<file path="src/rtl/fp_mem_sat_reduce.sv">
// Go/done reducer: walks a read-only std_mem_d1 port and accumulates a per-step
// saturating signed sum of its words, presenting the result on out with a done pulse.
module fp_mem_sat_reduce #(
    parameter int WIDTH    = 4,
    parameter int SIZE     = 4,
    parameter int IDX_SIZE = 2
) (
    input  logic                       clk,
    input  logic                       reset,
    input  logic                       go,
    output logic                       done,
    output logic signed [WIDTH-1:0]    out,
    output logic [IDX_SIZE-1:0]        mem0_addr0,
    output logic [WIDTH-1:0]           mem0_write_data,
    output logic                       mem0_write_en,
    output logic                       mem0_clk,
    input  logic signed [WIDTH-1:0]    mem0_read_data,
    input  logic                       mem0_done
);

    typedef enum logic [1:0] {IDLE, RUN, FINISH} state_t;

    localparam logic [IDX_SIZE-1:0] LAST = IDX_SIZE'(SIZE - 1);

    state_t                  state;
    logic signed [WIDTH-1:0] acc;
    logic [IDX_SIZE-1:0]     idx;
    logic signed [WIDTH-1:0] sum;
    logic                    unused_mem_done;

    // Add in WIDTH+1 bits; a disagreement between the top two bits means overflow,
    // and the top bit tells which rail to clamp to.
    function automatic logic signed [WIDTH-1:0] sat_add(
        input logic signed [WIDTH-1:0] a,
        input logic signed [WIDTH-1:0] b
    );
        logic signed [WIDTH:0] s;
        s = {a[WIDTH-1], a} + {b[WIDTH-1], b};
        if (s[WIDTH] != s[WIDTH-1])
            sat_add = s[WIDTH] ? {1'b1, {(WIDTH-1){1'b0}}} : {1'b0, {(WIDTH-1){1'b1}}};
        else
            sat_add = s[WIDTH-1:0];
    endfunction

    assign sum             = sat_add(acc, mem0_read_data);
    assign mem0_addr0      = (state == RUN) ? idx : '0;
    assign mem0_write_data = '0;
    assign mem0_write_en   = 1'b0;
    assign mem0_clk        = clk;
    assign unused_mem_done = mem0_done;

    always_ff @(posedge clk) begin
        if (reset) begin
            state <= IDLE;
            acc   <= '0;
            idx   <= '0;
            out   <= '0;
            done  <= 1'b0;
        end else begin
            case (state)
                IDLE: begin
                    done <= 1'b0;
                    if (go) begin
                        acc   <= '0;
                        idx   <= '0;
                        state <= RUN;
                    end
                end
                RUN: begin
                    acc <= sum;
                    if (idx == LAST) begin
                        out   <= sum;
                        done  <= 1'b1;
                        state <= FINISH;
                    end else begin
                        idx <= idx + 1'b1;
                    end
                end
                FINISH: begin
                    done  <= 1'b0;
                    state <= IDLE;
                end
                default: begin
                    done  <= 1'b0;
                    state <= IDLE;
                end
            endcase
        end
    end

endmodule

</file>
<file path="config.mk">
export PLATFORM = sky130hd
export DESIGN_NAME = fp_mem_sat_reduce
export DESIGN_NICKNAME = d
export VERILOG_FILES = /design/src/rtl/fp_mem_sat_reduce.sv
export SDC_FILE = /design/constraint.sdc
export NUM_CORES = 1
export LEC_CHECK = 0
export CAP_MARGIN = 40
export CORE_AREA = 3 3 43 45
export CTS_CLUSTER_SIZE = 30
export DETAILED_ROUTE_END_ITERATION = 7
export DIE_AREA = 0 0 46 48
export DONT_BUFFER_PORTS = 1
export PLACE_DENSITY = 0.71
export REMOVE_ABC_BUFFERS = 1
export SYNTH_ARGS = -nofsm -noshare
export SYNTH_HDL_FRONTEND = slang
export SYNTH_SLANG_ARGS = --single-unit
</file>
<file path="constraint.sdc">
create_clock -name clk -period 2.1 [get_ports clk]
set_clock_uncertainty 0.2 [all_clocks]
set_input_delay 0.42 -clock clk [delete_from_list [all_inputs] [get_ports clk]]
set_output_delay 0.42 -clock clk [all_outputs]
set_load 0.05 [all_outputs]
</file>
-- Word level (Yosys, flattened, before mapping)
Index checks and enable logic that the tools add are counted.
- output and inout port bits: 13
- register bits: 13
- logic and storage cells: 32
- $add $sub $neg: 2
- bitwise gates (word level): 1
- equal/unequal tests: 6
- mux-type cells: 11
- reductions and logical operators: 7
- operator list (kind ; number):
    two-way mux 4 bit ; 3
    two-way mux 2 bit ; 5
    case mux 2 bit (2 select lines) ; 2
    case mux 4 bit (2 select lines) ; 1
    AND reduction 2 bit ; 3
    adder 4 x 4 -> 5 bit ; 1
    inequality test 2 bit (second input constant) ; 2
    AND reduction 3 bit ; 1
    adder 2 x 1 -> 2 bit (second input constant) ; 1
    == test 2 x 1 -> 1 bit (second input constant) ; 1
    == test 2 bit (second input constant) ; 1
    logical NOT 2 bit ; 1
    inequality test 2 x 1 -> 1 bit (second input constant) ; 1
    nonzero test 2 bit ; 1
    OR reduction 2 bit ; 1
    inequality test 1 bit ; 1
    NOT 1 bit ; 1

-- Depth between registers and ports, before layout
Gate-level depths: netlist of run 1.
- word-level depth: 4
- gate-level depth with buffers: 8
- depth with buffers taken out: 8

==> impl_results.md, run 1 <==
* Sequential power share at 45.0%
* DRC at 0
* Global route overflow at 0
* Worst skew pair latency at 0.28 ns
* Worst hold path class: input pin to register
* TNS Setup at 0 ns
* Mapped Cells at 83
* Final core utilization at 59.9%
* Critical Path End Type: register
* WP data arrival at 2.06 ns
* Max cap viols at 0
* YS warnings at 0
* Vias in the first global route at 543
* CP max-delay cell: dfxtp_2
* Final RePlAce weighted congestion at 0.753
* Fin crit period at 2.10 ns
* Max transition margin at 65.9%
* Antenna violations before repair at 0
* Achievable Freq at 477 MHz
* Via Count at 557
* Worst-Margin Slew at 0.510 ns
* Worst path required time at 2.07 ns
* Final Hold Fails at 0
* Kind of critical path: register to register
* Longest Clk Path Bufs at 2
* Max-slew violations at 0
* Die ar. at 2210 um^2
* Netlist cell types at 31
* Internal power at 0.000409 W
* Critical Path Fanout Max at 3
* Die height at 48 um
* Switching share of power at 30.7%
* Starting density of the core at 51.8%
* RSZ-0062 raised after global routing: yes
* Status: finished, final reports clean
* WL final at 1310 um
* Clock share of power at 26.4%
* Place WS at -0.244 ns
* ANT cells at 0
* CTS tree: built
* Sequential element share of the synthesized area at 33.3%
* IO Count at 21
* TritonCTS Buffers at 3
* Nets at 107
* Net Switching at 0.000181 W
* Post-synthesis cell area at 781 um^2
* Reg-to-reg slack, setup at 0.002 ns
* Global-route wire length before repair at 2290 um
* Largest net degree at the start of global routing at 8
* FP Rows at 14
* Layout cells sized above 1 at 29.3%
* # fillers at 143
* Fin worst setup slack at 0.00169 ns
* WL/cell at 12.1 um
* Hold Slack at 0.0911 ns
* Area grow syn2layout at 15.5%
* Count of input and output buffers at 0
* Power Total at 0.000590 W
* Die W at 46 um
* Routed Antenna Nets at 0
* Worst-path clk slew at 0.08 ns
* Gr usage total at 15.1%
* DR iter-0 viols at 9
* Combinational Power Share at 28.5%
* Clk root buf: clkbuf_4
* Placeable core area at 1510 um^2
* H-tree depth at 1
* CP startpoint kind: register
* Final setup fails at 0
* Period utilization at 99.9%
* #FFs+latches synth at 13
* Syn Area/Cell at 9.41 um^2
* Drt pass-1 iters at 4
* Power density of the placed cells at 654 nW/um^2
* Leakage at 0.385 nW
* Worst-path cell chain: ha_4, inv_2, fa_2, and2b_4, o22ai_4, xnor2_4, mux2i_2, a211oi_2
* Worst VDD drop at 552 uV
* Avg Vias per Cell at 5.16
* Dpl hpwl at 982 um
* Clock Sinks at 13
* Delay of the slowest cell on the worst path at 0.35 ns
==> worst max-delay path: cells and delay by family (launching register included) <==
family,cells,cell delay (ns)
AO/OA/AOI/OAI,2,0.17
XOR/XNOR,1,0.22
adder cells (fa/ha/maj),2,0.45
buffers and inverters,1,0.03
flip-flops,1,0.35
multiplexers,1,0.29
AND/OR/NAND/NOR,1,0.27
==> synthesized netlist by cell type <==
| cell type | count | share of area, % |
|---|---|---|
| nor3_1 | 1 | 0.64 |
| buf_2 | 1 | 0.64 |
| a21oi_2 | 1 | 1.1 |
| inv_1 | 7 | 3.4 |
| o21a_1 | 2 | 1.9 |
| o31ai_4 | 1 | 2.7 |
| a211oi_2 | 1 | 1.6 |
| or2b_1 | 1 | 0.96 |
| and2b_4 | 1 | 1.3 |
| xnor2_2 | 1 | 2.1 |
| o22ai_2 | 1 | 1.6 |
| a22oi_1 | 3 | 2.9 |
| xor2_1 | 1 | 1.1 |
| fa_1 | 1 | 2.6 |
| conb_1 | 1 | 0.48 |
| a211oi_1 | 1 | 0.96 |
| ha_1 | 5 | 8.0 |
| or2_1 | 1 | 0.80 |
| and2_1 | 3 | 2.4 |
| nor2_1 | 13 | 6.3 |
| a22o_1 | 3 | 3.4 |
| nand2_1 | 2 | 0.96 |
| o21ai_0 | 1 | 0.64 |
| o21bai_1 | 1 | 0.96 |
| buf_4 | 6 | 5.8 |
| clkbuf_2 | 1 | 0.64 |
| a21o_1 | 1 | 0.96 |
| mux2_2 | 1 | 1.4 |
| dfxtp_1 | 13 | 33 |
| and2b_2 | 3 | 3.4 |
| mux2i_1 | 4 | 5.1 |
==> flip-flops by register name (all words and copies together) (netlist names) <==
| signal | cells |
|---|---|
| done | 1 |
| idx | 2 |
| out | 4 |
| acc | 4 |
| state | 2 |
==> power groups by stage <==
| stage | combinational [W] | sequential, W | clock [W] |
|---|---|---|---|
| 5_1_grt | 0.000185 | 0.000268 | 0.000176 |
| 2_1_floorplan | 0.000111 | 0.000269 | 0 |
| 4_1_cts | 0.000163 | 0.000266 | 0.000163 |
| 3_5_place_dp | 0.000141 | 0.000271 | 0 |
| 3_3_place_gp | 0.000138 | 0.000271 | 0 |
| 6_report | 0.000168 | 0.000266 | 0.000156 |
==> layout by cell type (no fill, tap or decap), types with 2 or more instances in the layout <==
cell type and count:
mux2i_2 2, conb_1 5, mux2i_1 2, nand2_1 2, dfxtp_1 12, clkbuf_4 3
a22o_1 3, ha_1 4, inv_1 5, inv_2 2, and2b_2 3, o21a_1 2
nor2_1 13, and2_1 3, buf_4 7, a22oi_1 3, dlygate4sd3_1 2
==> routing by layer <==
| layer | vias up | wire [um] | global-route usage [%] |
|---|---|---|---|
| li1 | 286 | - | - |
| met1 | 252 | 576 | 17.3 |
| met2 | 17 | 595 | 23.9 |
| met3 | 2 | 125 | 8.27 |
| met4 | 0 | 8 | 5.11 |
| met5 | - | 0 | 0 |
==> worst paths after layout <==
kind,from,endpoint,cells after the start
hold / removal,reset,out[1]$_SDFFE_PP0P_,2
setup / recovery,acc[0]$_SDFFE_PP0P_,out[0]$_SDFFE_PP0P_,8
hold reg to reg,acc[0]$_SDFFE_PP0P_,acc[0]$_SDFFE_PP0P_,2
setup reg to reg,acc[0]$_SDFFE_PP0P_,out[0]$_SDFFE_PP0P_,8
==> kinds of logic (layout without fill, tap and decap cells) <==
kind of cell,after synthesis,count (layout),share of synthesized area (%)
adder cells (fa/ha/maj),6,6,10.6
flip-flops,13,13,33.3
other,1,5,0.480
XOR/XNOR,2,2,3.21
buffers and inverters,15,20,10.4
AO/OA/AOI/OAI,16,16,18.7
AND/OR/NAND/NOR,25,25,16.7
multiplexers,5,5,6.57
==> layout make-up <==
type                    instances  area (um^2)  area share (%)
well taps                      16         20.0            2.22
inverters                       7         26.3            2.91
multi-input cells              59          495            54.9
flip-flops and latches         13          262            29.0
repair buffers                  9         72.6            8.04
clock buffers                   4         26.3            2.91
==> per-stage QoR <==
step	cell area [um^2]	instances
after floorplan	741	79
after global placement	806	101
after detailed placement	806	101
after CTS	891	107
after global routing	902	108
final	902	108
==> repair_timing <==
action                     CTS  global route
hold buffers                 2             0
pin swaps                    4             4
hold endpoints to repair     5             0
buffers inserted             0             1
gates cloned                 0             0
gates resized for setup      9             2
setup endpoints to repair    6             7
Note: power is estimated with default switching activity, not from simulation.
==> run 2: changes to the inputs <==
Clock period 2.1 ns to 1.9 ns, I/O delays scaled along.
==> run 2 against run 1 <==
  * The flow now finishes with violations (negative setup slack)
  * Sequential share of layout area is 0.71 points lower
  * Flip-flop and latch count unchanged
  * Final cell count up 1.9%
  * Routed wire length up 4.2%
  * Register-to-register slack worse by 0.24 ns
  * Via count rose by 1.3%
  * Largest power group unchanged
==> impl_results.md, run 2 (same netlist as run 1, synthesis figures left out) <==
* Die height at 48 um
* Period utilization at 112%
* Worst-path clk slew at 0.07 ns
* Status: complete, but fails checks
* Most frequent cells in the layout: nor2_1 (13), dfxtp_1 (12), buf_4 (10)
* Final RePlAce weighted congestion at 0.767
* CP startpoint kind: register
* Dpl hpwl at 1050 um
* Drt pass-1 iters at 4
* WL/cell at 12.4 um
* # fillers at 141
* Commonest non-fill, non-tap cell in the layout: nor2_1
* Largest net degree at the start of global routing at 8
* Hold Slack at 0.0573 ns
* Critical Path End Type: register
* Avg Vias per Cell at 5.13
* Vias in the first global route at 566
* Max-slew violations at 0
* Die ar. at 2210 um^2
* CTS tree: built
* Post-Layout Cell Count at 110
* Power density of the placed cells at 702 nW/um^2
* Fin worst setup slack at -0.234 ns
* Global route overflow at 0
* TritonCTS Buffers at 3
* Worst hold path class: input pin to register
* Nets at 109
* Max cap viols at 0
* Worst-Margin Slew at 0.508 ns
* Delay of the slowest cell on the worst path at 0.35 ns
* Fin crit period at 2.13 ns
* Placeable core area at 1510 um^2
* Area grow syn2layout at 18.4%
* Layout cells sized above 1 at 34.0%
* ANT cells at 0
* Kind of critical path: register to register
* H-tree depth at 1
* FP Rows at 14
* Clock Sinks at 13
* Largest delay share family, worst path: adder cells
* IO Count at 21
* Max transition margin at 66.1%
* CP max-delay cell: dfxtp_2
* Final setup fails at 7
* Placed insts at 104
* Worst path required time at 1.86 ns
* Die W at 46 um
* Starting density of the core at 51.8%
* RSZ-0062 raised after global routing: yes
* Worst skew pair latency at 0.27 ns
* Antenna violations before repair at 0
* Reg area at 262 um^2
* Worst path buffer plus inverter count at 1
* Critical Path Fanout Max at 3
* Multi-input logic area at 505 um^2
* Achievable Freq at 469 MHz
* Global-route wire length before repair at 2350 um
* Gr usage total at 15.2%
* Largest registers: acc: 4 flops, out: 4 flops
* Count of input and output buffers at 0
* Worst VDD drop at 437 uV
* WP data arrival at 2.09 ns
* Place WS at -0.448 ns
* Final Hold Fails at 0
* DR iter-0 viols at 3
* TNS Setup at -1.33 ns
* Leakage at 0.398 nW
* Reg-to-reg slack, setup at -0.23 ns
* Failing checks: negative setup slack
* Routed Antenna Nets at 0
* Longest Clk Path Bufs at 2
* Clk root buf: clkbuf_4
* Via Count at 564
* DRC at 0
* WL final at 1360 um
* Worst-path cell chain: ha_4, inv_2, fa_2, and2b_4, o22ai_4, xnor2_4, mux2i_2, a211oi_2
## run 2: final cells by class
cell class                 count  area share [%]
inverter                       7            2.84
sequential                    13            28.3
timing repair buffer          11            9.20
clock buffer                   4            2.84
multi-input combinational     59            54.7
tap                           16            2.17
## run 2: stage by stage
stage | total power, W | util (%) | instance area (um^2)
6_report | 0.000649 | 61.4 | 925
5_1_grt | 0.000690 | 61.4 | 925
4_1_cts | 0.000650 | 60.3 | 908
3_5_place_dp | 0.000457 | 55.0 | 828
3_3_place_gp | 0.000451 | 55.0 | 828
2_1_floorplan | 0.000420 | - | 741
## run 2: final timing paths
path,from,end,depth (start not counted)
min,reset,out[2]$_SDFFE_PP0P_,2
min reg2reg,state[1]$_SDFFE_PP0P_,state[0]$_SDFFE_PP0P_,1
max,acc[0]$_SDFFE_PP0P_,out[0]$_SDFFE_PP0P_,8
max reg2reg,acc[0]$_SDFFE_PP0P_,out[0]$_SDFFE_PP0P_,8
## run 2: worst register-to-register path, cell delays in order (launching register included)
cell	delay [ns]
dfxtp_2	0.35
ha_4	0.13
inv_2	0.03
fa_2	0.33
and2b_4	0.28
o22ai_4	0.09
xnor2_4	0.22
mux2i_2	0.29
a211oi_2	0.09
## run 2: what timing repair did
item / in CTS / in global routing
setup buffers: 0 / 1
pin swaps: 4 / 4
resized for setup: 11 / 2
endpoints found under the hold margin: 6 / 0
endpoints found under the setup margin: 8 / 8
cloned: 0 / 0
hold buffers: 1 / 0
## run 2: where the power goes
group	total, W	switching, W	internal (W)
combinational	0.000190	0.000103	0.0000868
clock	0.000165	0.0000835	0.0000813
sequential	0.000294	0.0000102	0.000284
## run 2: routing by layer
| layer | part of all wire [%] | global-route usage, % | routed length [um] |
|---|---|---|---|
| met2 | 49 | 25.0 | 670 |
| met3 | 9.1 | 7.89 | 124 |
| met5 | 0 | 0 | 0 |
| met1 | 41 | 16.9 | 557 |
| met4 | 0.59 | 5.11 | 8 |
